==> src/rtl/write_control.sv <==
// Write-side pointer/status controller for the synchronous FIFO: accepts producer writes, flags full/almost-full.
// Latency: wr_en/wr_full/wr_level combinational; wr_addr, wr_ack and overflow state update on the next edge.
// Backpressure: none buffered; a write seen while full is dropped and counted, the producer must honour wr_full.
`ifndef FIFO_DEPTH
`define FIFO_DEPTH 16
`endif

module write_control #(
  parameter int MEM_DEPTH     = `FIFO_DEPTH,
  parameter int ADDR_WIDTH    = $clog2(MEM_DEPTH),
  parameter int AF_THRESH     = MEM_DEPTH - 2,
  parameter int OVF_CNT_WIDTH = 8
) (
  input  logic                     clk,
  input  logic                     reset_n,
  input  logic                     wr_valid,
  input  logic [ADDR_WIDTH:0]      rd_addr,
  input  logic                     ovf_clr,
  output logic                     wr_en,
  output logic [ADDR_WIDTH:0]      wr_addr,
  output logic                     wr_full,
  output logic                     wr_almost_full,
  output logic [ADDR_WIDTH:0]      wr_level,
  output logic                     wr_ack,
  output logic                     wr_overflow,
  output logic [OVF_CNT_WIDTH-1:0] ovf_count
);

  localparam int PW = ADDR_WIDTH + 1;
  localparam logic [PW-1:0] AF_LVL = PW'(AF_THRESH);

  logic wr_reject;
  logic ovf_sat;

  // Pointers carry an extra wrap bit so full and empty stay distinguishable at equal indices.
  assign wr_full = (wr_addr[ADDR_WIDTH] != rd_addr[ADDR_WIDTH]) &&
                   (wr_addr[ADDR_WIDTH-1:0] == rd_addr[ADDR_WIDTH-1:0]);
  assign wr_level       = wr_addr - rd_addr;
  assign wr_almost_full = (wr_level >= AF_LVL);
  assign wr_en          = wr_valid & ~wr_full;
  assign wr_reject      = wr_valid & wr_full;
  assign ovf_sat        = &ovf_count;

  always_ff @(posedge clk or negedge reset_n) begin
    if (!reset_n) begin
      wr_addr <= '0;
      wr_ack  <= 1'b0;
    end else begin
      if (wr_en) begin
        wr_addr <= wr_addr + 1'b1;
      end
      wr_ack <= wr_en;
    end
  end

  // Clear wins over a same-cycle rejected write so software never sees a stale count after clearing.
  always_ff @(posedge clk or negedge reset_n) begin
    if (!reset_n) begin
      wr_overflow <= 1'b0;
      ovf_count   <= '0;
    end else if (ovf_clr) begin
      wr_overflow <= 1'b0;
      ovf_count   <= '0;
    end else if (wr_reject) begin
      wr_overflow <= 1'b1;
      if (!ovf_sat) begin
        ovf_count <= ovf_count + 1'b1;
      end
    end
  end

endmodule

==> config.mk <==
export PLATFORM = sky130hd
export DESIGN_NAME = write_control
export DESIGN_NICKNAME = d
export VERILOG_FILES = /design/src/rtl/write_control.sv
export SDC_FILE = /design/constraint.sdc
export NUM_CORES = 1
export LEC_CHECK = 0
export ABC_AREA = 1
export CAP_MARGIN = 5
export CELL_PAD_IN_SITES_DETAIL_PLACEMENT = 0
export CELL_PAD_IN_SITES_GLOBAL_PLACEMENT = 1
export CORE_MARGIN = 4
export CORE_UTILIZATION = 32
export DETAILED_ROUTE_END_ITERATION = 8
export MAX_ROUTING_LAYER = met4
export PLACE_DENSITY = 0.74
export SLEW_MARGIN = 30
export SYNTH_ARGS = -nofsm -noshare
export SYNTH_HDL_FRONTEND = slang
export SYNTH_SLANG_ARGS = --single-unit
==> constraint.sdc <==
create_clock -name clk -period 2.13 [get_ports clk]
set_input_delay 0.213 -clock clk [delete_from_list [all_inputs] [get_ports clk]]
set_output_delay 0.213 -clock clk [all_outputs]
set_load 0.01 [all_outputs]
==> results of run 1 <==
worst reg2reg max path, delay by kind of cell, from the launching register on:
kind / cells / cell delay (ps)
flip-flops: 1 / 440
adder cells (fa/ha/maj): 1 / 310
AND/OR/NAND/NOR: 7 / 650
buffers and inverters: 1 / 120
repair_timing:
action / CTS / global route
pin swaps: 0 / 0
hold endpoints to repair: 0 / 0
endpoints found under the setup margin: 7 / 3
gates resized for setup: 9 / 9
cloned: 0 / 0
buffers inserted: 0 / 1
kinds of logic (layout without fill, tap and decap cells):
family                     count (synthesis)  count (layout)  share of synthesized area [%]
DFF                                       15              15                           36.3
adders and majority gates                  7               7                           9.20
xor gates and xnor gates                   6               6                           5.08
buffers and inverters                     23              67                           8.35
AOI/OAI and AO/OA                          5               5                           2.42
and+or+nand+nor                           88              88                           38.6
flip-flops by register name (all words and copies together), names as in the netlist:
register	count
ovf_count	8
wr_addr	5
wr_ack	1
wr_overflow	1
cell usage after synthesis (all sizes together):
cell and instances:
a21oi 3, clkinv 1, dfrtp 15, fa 1, ha 6, inv 22, nand2 56, nand3 14
nand3b 2, nand4 1, nor2 12, nor3 2, nor3b 1, o21ai 2, xnor2 2, xor2 4
final cells by class:
type	instances	area (um2)
fill	329	1570
multi-input combinational	106	604
sequential	15	375
timing repair buffer	40	362
inverter	23	86.3
tap	44	55.1
clock buffer	3	22.5
clock inverter	1	5.00
metrics by stage:
stage          setup TNS, ps  instances
2_1_floorplan              0        144
6_report                   0        232
4_1_cts                 -236        231
3_3_place_gp            -860        227
5_1_grt                -43.6        232
3_5_place_dp            -877        227
routing by layer:
metal  share of wire [%]  global-route usage (%)
met3                 4.7                    3.81
met2                  48                    23.0
met4                0.70                    5.54
met1                  46                    16.0
met5                   0                       -
power groups by stage:
stage	Combinational [uW]	Clock (uW)	Sequential [uW]
6_report	889	173	382
5_1_grt	989	203	388
4_1_cts	883	184	382
3_5_place_dp	919	0	379
3_3_place_gp	904	0	377
2_1_floorplan	406	0	416
worst max path at each step:
stage,end
2_1_floorplan,wr_almost_full
3_5_place_dp,wr_almost_full
3_3_place_gp,wr_almost_full
4_1_cts,wr_almost_full
5_1_grt,wr_almost_full
6_report,wr_almost_full
==> results_tabular.tex, run 1 <==
\begin{tabular}{lr}
\hline
Metric & Value \\
\hline
\multicolumn{2}{l}{\textbf{STA}} \\
\quad Max-slew violations & 0 \\
\quad Skew final & 6.84 ps \\
\quad Headroom to the max-slew limit & 51.2\% \\
\quad Slew of the pin with the lowest slew margin & 730 ps \\
\quad Final worst hold slack & 345 ps \\
\quad Unrepaired setup endpoints after global routing & true \\
\quad Fin. Hold Viols & 0 \\
\quad Final worst path period share & 96.5\% \\
\quad Final Critical Period & roughly 2100 ps \\
\quad Crit path setup slack, layout & roughly 75 ps \\
\quad \# setup viols final & 0 \\
\quad Maximum achievable frequency & 0.487 GHz \\
\multicolumn{2}{l}{\textbf{Power and ir drop}} \\
\quad Portion of total power attributed to sequential cells & 26.4\% \\
\quad Worst voltage drop across the vdd grid & 0.489 mV \\
\quad Switching fraction of total power & 40.0\% \\
\quad Total power per unit cell area & 956 mW/mm2 \\
\quad Leakage Power & 0.000763 uW \\
\quad Internal power consumption & 866 uW \\
\quad Clock network fraction of design power & about an eighth \\
\quad Portion of total power attributed to combinational logic & between 60 and 70\% \\
\quad Overall power after layout & 1440 uW \\
\quad Switching Power & 577 uW \\
\multicolumn{2}{l}{\textbf{Yosys}} \\
\quad Flip-flop and latch count after synthesis & 15 \\
\quad Yosys warnings & 0 \\
\quad Post-synthesis cell area & between 0.001 and 0.0015 mm2 \\
\quad Instance count of the mapped netlist & 144 \\
\quad Avg Synthesized Cell Area & 7.18 um2 \\
\quad Syn nets & 160 \\
\quad Sequential area share after synthesis & 36.3\% \\
\quad Largest cells by area after synthesis & dfrtp\_1 36\%, nand2\_1 19\%, ha\_1 7.3\% \\
\quad Synth top area share & 36.3\% \\
\quad Number of distinct standard cells referenced by the synthesized netlist & 23 \\
\quad Dominant cell type by area after synthesis & dfrtp\_1 \\
\multicolumn{2}{l}{\textbf{Floorplanning}} \\
\quad Core region area & a little over 0.003 mm2 \\
\quad Number of top-level design ports & 32 \\
\quad Standard-cell row count & 20 \\
\quad Die Area & 0.00420 mm2 \\
\quad Vert. Die Dim & 64.8 um \\
\quad Starting utilization of the core area & 33.6\% \\
\quad Die Width & 64.8 um \\
\multicolumn{2}{l}{\textbf{Worst setup path}} \\
\quad Reg-to-reg critical path endpoint & ovf\_count[7] \\
\quad Beginning of the worst register-to-register path & wr\_addr[1] \\
\quad Worst Path Class, Setup & register to output port \\
\quad Worst Setup SP & wr\_addr[0] \\
\quad CP max stage cell & fa\_2 \\
\quad Sum of buffers and inverters on the critical path & 3 \\
\quad Series of cell instances along the critical path & inv\_2 -> ha\_1 -> inv\_2 -> fa\_2 -> nor3b\_2 -> nand2\_1 -> nand2\_1 -> buf\_2 \\
\quad Delay of the slowest cell on the worst path & 520 ps \\
\quad Arr. time, crit path & 1840 ps \\
\quad Kind of start point of the critical path & register \\
\quad Type of element capturing the critical path & output port \\
\quad Cells on worst reg2reg path & 9 \\
\quad Critical path fanouts, max & 2 \\
\quad Number of cells on the critical path & 8 \\
\quad Top Family by Delay on Critical Path & adder cells \\
\quad WP data required & between 1500 and 2000 ps \\
\quad Worst R2R Setup Slack & 510 ps \\
\multicolumn{2}{l}{\textbf{GRT}} \\
\quad Antenna violations before repair & 0 \\
\quad Largest net degree at the start of global routing & 16 \\
\quad Overall routing resource usage & 13.9\% \\
\quad Total overflow reported by the global router & 0 \\
\quad Global-route wire length before repair & between 4000 and 5000 um \\
\quad Via count of the first global-routing pass & approximately 960 \\
\multicolumn{2}{l}{\textbf{CTS}} \\
\quad Clock Tree Buf Depth & 2 \\
\quad TritonCTS buffer count & 3 \\
\quad Clock latency of the later-clocked register in the worst-skew pair & around 290 ps \\
\quad Clock tree from TritonCTS & yes \\
\quad Count of hold buffers inserted by post-cts repair & 0 \\
\quad CTS Sinks & 15 \\
\quad Clock slew seen by the registers of the worst setup and hold paths & 100 ps \\
\quad Clock tree root driver cell & clkbuf\_4 \\
\quad Number of levels the H-tree was split into & 1 \\
\multicolumn{2}{l}{\textbf{Cells and area}} \\
\quad Antenna Diode Count & 0 \\
\quad Final Instance Area & 0.00151 mm2 \\
\quad Final design utilization & between 40\% and 50\% \\
\quad Area grow syn2layout & 46.1\% \\
\quad Share of layout cells above drive strength 1 & 16.0\% \\
\quad Leading cell types in the layout, fill and taps excluded & 53 x nand2\_1, 24 x clkdlybuf4s50\_1, 18 x inv\_1 \\
\quad Commonest non-fill, non-tap cell in the layout & nand2\_1 \\
\quad Final Net Count & 205 \\
\multicolumn{2}{l}{\textbf{Drt}} \\
\quad Routed via count & about 1000 \\
\quad Final routed wire length divided by cell count & between 10 and 15 um \\
\quad Total wire length & 2560 um \\
\quad DRC violation total after the first TritonRoute iteration & 14 \\
\quad Detailed-routing iteration count for the pre-antenna-repair pass & 4 \\
\quad Remaining antenna violation count after routing & 0 \\
\quad Vias per std cell & 4.41 \\
\quad Residual DRC count & 0 \\
\multicolumn{2}{l}{\textbf{Placement}} \\
\quad Gp weighted congestion & 0.847 \\
\quad Number of port buffers & 31 \\
\quad Detailed placer's ending HPWL & 1980 um \\
\quad Minimum setup slack after placement & -322 ps \\
\quad Placed inst area & 0.00146 mm2 \\
\multicolumn{2}{l}{\textbf{Hold path}} \\
\quad Classification of the worst-slack hold path & input port to asynchronous set/reset pin \\
\multicolumn{2}{l}{\textbf{Outcome}} \\
\quad Result of the run & completed \\
\multicolumn{2}{l}{\textbf{Job}} \\
\quad Max Cap Violations & 0 \\
\hline
\end{tabular}
Note: power is estimated with default switching activity, not from simulation.
==> inputs of run 2 (changes only) <==
--- a/config.mk
+++ b/config.mk
@@ -9,8 +9,8 @@
 export CAP_MARGIN = 5
 export CELL_PAD_IN_SITES_DETAIL_PLACEMENT = 0
 export CELL_PAD_IN_SITES_GLOBAL_PLACEMENT = 1
-export CORE_MARGIN = 4
 export CORE_UTILIZATION = 32
+export CTS_CLUSTER_DIAMETER = 60
 export DETAILED_ROUTE_END_ITERATION = 8
 export MAX_ROUTING_LAYER = met4
 export PLACE_DENSITY = 0.74
==> constraint.sdc (replaced) <==
create_clock -name clk -period 2.13 [get_ports clk]
set_input_delay 0.5325 -clock clk [delete_from_list [all_inputs] [get_ports clk]]
set_output_delay 0.5325 -clock clk [all_outputs]
set_load 0.01 [all_outputs]
==> results_tabular.tex, run 2 (synthesis results as in run 1) <==
\begin{tabular}{lr}
\hline
Metric & Value \\
\hline
\multicolumn{2}{l}{\textbf{STA}} \\
\quad Skew final & approximately 5.2 ps \\
\quad Unrepaired setup endpoints after global routing & true \\
\quad \# setup viols final & 5 \\
\quad Aggregate negative setup slack & -749 ps \\
\quad Maximum achievable frequency & 0.420 GHz \\
\quad Headroom to the max-slew limit & 84.1\% \\
\quad Max-slew violations & 0 \\
\quad Crit path setup slack, layout & -251 ps \\
\quad Final worst hold slack & 528 ps \\
\quad Slew of the pin with the lowest slew margin & between 200 and 250 ps \\
\quad Final Critical Period & 2380 ps \\
\quad Final worst path period share & 112\% \\
\quad Fin. Hold Viols & 0 \\
\multicolumn{2}{l}{\textbf{Worst setup path}} \\
\quad Cells on worst reg2reg path & 12 \\
\quad Arr. time, crit path & 1850 ps \\
\quad WP data required & 1600 ps \\
\quad Type of element capturing the critical path & output port \\
\quad Beginning of the worst register-to-register path & wr\_addr[1] \\
\quad Kind of start point of the critical path & input port \\
\quad Worst R2R Setup Slack & around 190 ps \\
\quad Reg-to-reg critical path endpoint & ovf\_count[4] \\
\quad Worst Path Class, Setup & input port to output port \\
\quad Critical path fanouts, max & 2 \\
\multicolumn{2}{l}{\textbf{GRT}} \\
\quad Via count of the first global-routing pass & 1086 \\
\quad Overall routing resource usage & between 10\% and 20\% \\
\quad Global-route wire length before repair & 4620 um \\
\quad Largest net degree at the start of global routing & 16 \\
\quad Antenna violations before repair & 0 \\
\quad Total overflow reported by the global router & 0 \\
\multicolumn{2}{l}{\textbf{Floorplanning}} \\
\quad Number of top-level design ports & 32 \\
\quad Starting utilization of the core area & 33.9\% \\
\quad Vert. Die Dim & around 60 um \\
\quad Die Area & about 0.0035 mm2 \\
\quad Core region area & 0.00305 mm2 \\
\quad Die Width & $\sim$60 um \\
\quad Standard-cell row count & 20 \\
\multicolumn{2}{l}{\textbf{Power and ir drop}} \\
\quad Portion of total power attributed to combinational logic & between 60\% and 70\% \\
\quad Leakage Power & 0.000841 uW \\
\quad Worst voltage drop across the vdd grid & 0.703 mV \\
\quad Switching Power & 691 uW \\
\quad Switching fraction of total power & between 40 and 50\% \\
\quad Total power per unit cell area & 996 mW/mm2 \\
\quad Clock network fraction of design power & 10.1\% \\
\quad Portion of total power attributed to sequential cells & 22.7\% \\
\quad Internal power consumption & between 1000 and 1500 uW \\
\multicolumn{2}{l}{\textbf{Cells and area}} \\
\quad Multi-input combinational cell area & roughly 710 um2 \\
\quad Area grow syn2layout & 66.1\% \\
\quad Leading cell types in the layout, fill and taps excluded & 46 x nand2\_1, 19 x clkdlybuf4s50\_1, 19 x buf\_4 \\
\quad Final Net Count & 218 \\
\quad Area of all sequential standard cells & 377 um2 \\
\quad Final Instance Area & 0.00172 mm2 \\
\quad Share of layout cells above drive strength 1 & roughly a third \\
\quad Top reg by flops & ovf\_count \\
\quad Layout filler cell count & 307 \\
\quad Antenna Diode Count & 0 \\
\quad Regs by FF count & ovf\_count: 8 flops, wr\_addr: 5 flops \\
\quad Number of flip-flops in the largest register & 8 \\
\quad Commonest non-fill, non-tap cell in the layout & nand2\_1 \\
\multicolumn{2}{l}{\textbf{Drt}} \\
\quad Vias per std cell & 4.42 \\
\quad Routed via count & 1082 \\
\quad Residual DRC count & 0 \\
\quad Final routed wire length divided by cell count & 10.8 um \\
\quad Total wire length & 2650 um \\
\quad Detailed-routing iteration count for the pre-antenna-repair pass & 3 \\
\quad Remaining antenna violation count after routing & 0 \\
\quad DRC violation total after the first TritonRoute iteration & 19 \\
\multicolumn{2}{l}{\textbf{CTS}} \\
\quad Count of hold buffers inserted by post-cts repair & 0 \\
\quad Clock tree root driver cell & clkbuf\_4 \\
\quad Clock tree from TritonCTS & yes \\
\quad Clock slew seen by the registers of the worst setup and hold paths & 100 ps \\
\quad TritonCTS buffer count & 3 \\
\quad Number of levels the H-tree was split into & 1 \\
\quad Clock Tree Buf Depth & 2 \\
\quad Clock latency of the later-clocked register in the worst-skew pair & roughly 290 ps \\
\quad CTS Sinks & 15 \\
\multicolumn{2}{l}{\textbf{Outcome}} \\
\quad Violations in the final reports & negative setup slack \\
\quad Result of the run & finished with violations \\
\multicolumn{2}{l}{\textbf{Job}} \\
\quad Max Cap Violations & 0 \\
\multicolumn{2}{l}{\textbf{Placement}} \\
\quad Minimum setup slack after placement & -961 ps \\
\quad Placed inst area & between 0.0015 and 0.002 mm2 \\
\quad Detailed placer's ending HPWL & 1940 um \\
\quad Gp weighted congestion & 0.799 \\
\quad Number of port buffers & 31 \\
\multicolumn{2}{l}{\textbf{Hold path}} \\
\quad Hold Path Sink & wr\_overflow \\
\quad Worst Hold Depth & 2 \\
\quad Classification of the worst-slack hold path & register to register \\
\quad Worst min-delay path startpoint & wr\_overflow \\
\hline
\end{tabular}
## run 2: cell types whose count changed in the layout (fill, tap and decap cells not counted), moves of 3 or more
cell,previous run,this run
nand3_1,13,9
inv_2,4,8
nand3_2,1,4
nand2_1,53,46
clkdlybuf4s50_1,24,19
nand2_2,2,8
buf_6,0,4
buf_2,1,5
buf_4,9,19
inv_1,18,14
## run 2: timing repair
item / 4_1_cts / 5_1_grt
pin swaps: 15 / 17
endpoints found under the hold margin: 0 / 0
gates resized for setup: 46 / 24
setup endpoints to repair: 8 / 16
setup buffers: 7 / 2
## run 2: stage by stage
step,util [%],total power (uW),instances
after floorplan,-,822,144
after global placement,49.5,1310,234
after detailed placement,49.5,1320,234
after CTS,53.0,1580,245
after global routing,56.2,1840,245
final,56.2,1710,245
## run 2: how the worst max path moves through the flow
stage               start        endpoint  slack, ps  cells past startpoint
6_report       rd_addr[0]  wr_almost_full       -250                      8
5_1_grt        wr_addr[0]  wr_almost_full       -330                      8
4_1_cts        wr_addr[0]  wr_almost_full       -310                      8
3_5_place_dp   rd_addr[0]  wr_almost_full       -960                     10
3_3_place_gp   rd_addr[0]  wr_almost_full       -920                     10
2_1_floorplan  rd_addr[0]  wr_almost_full          6                      6
## run 2: power groups by stage
stage | clock network (uW) | registers (uW) | logic (uW)
final | 172 | 388 | 1150
after floorplan | 0 | 416 | 406
after global placement | 0 | 378 | 928
after global routing | 196 | 396 | 1250
after detailed placement | 0 | 377 | 944
after CTS | 183 | 386 | 1010
## run 2: layer usage
layer / share of wire, % / vias to the layer above / global-route usage [%]
met5: 0 / - / -
met2: 54 / 21 / 31.7
met1: 42 / 502 / 20.6
met3: 3.3 / 2 / 3.96
met4: 0.68 / 0 / 7.14
li1: - / 557 / -
## run 2: cell type report
| type | count | area share, % |
|---|---|---|
| Multi-Input combinational cell | 106 | 41.3 |
| Timing Repair Buffer | 53 | 26.9 |
| Sequential cell | 15 | 21.9 |
| Inverter | 23 | 5.03 |
| Tap cell | 44 | 3.21 |
| Clock buffer | 3 | 1.31 |
| Clock inverter | 1 | 0.292 |
## run 2: worst max-delay path, cell delays in order
cell and delay [ps]:
dlygate4sd2_1 240, ha_4 140, inv_2 40, fa_2 510, nor3b_2 150, nand2_1 70
nand2_1 50, buf_2 120
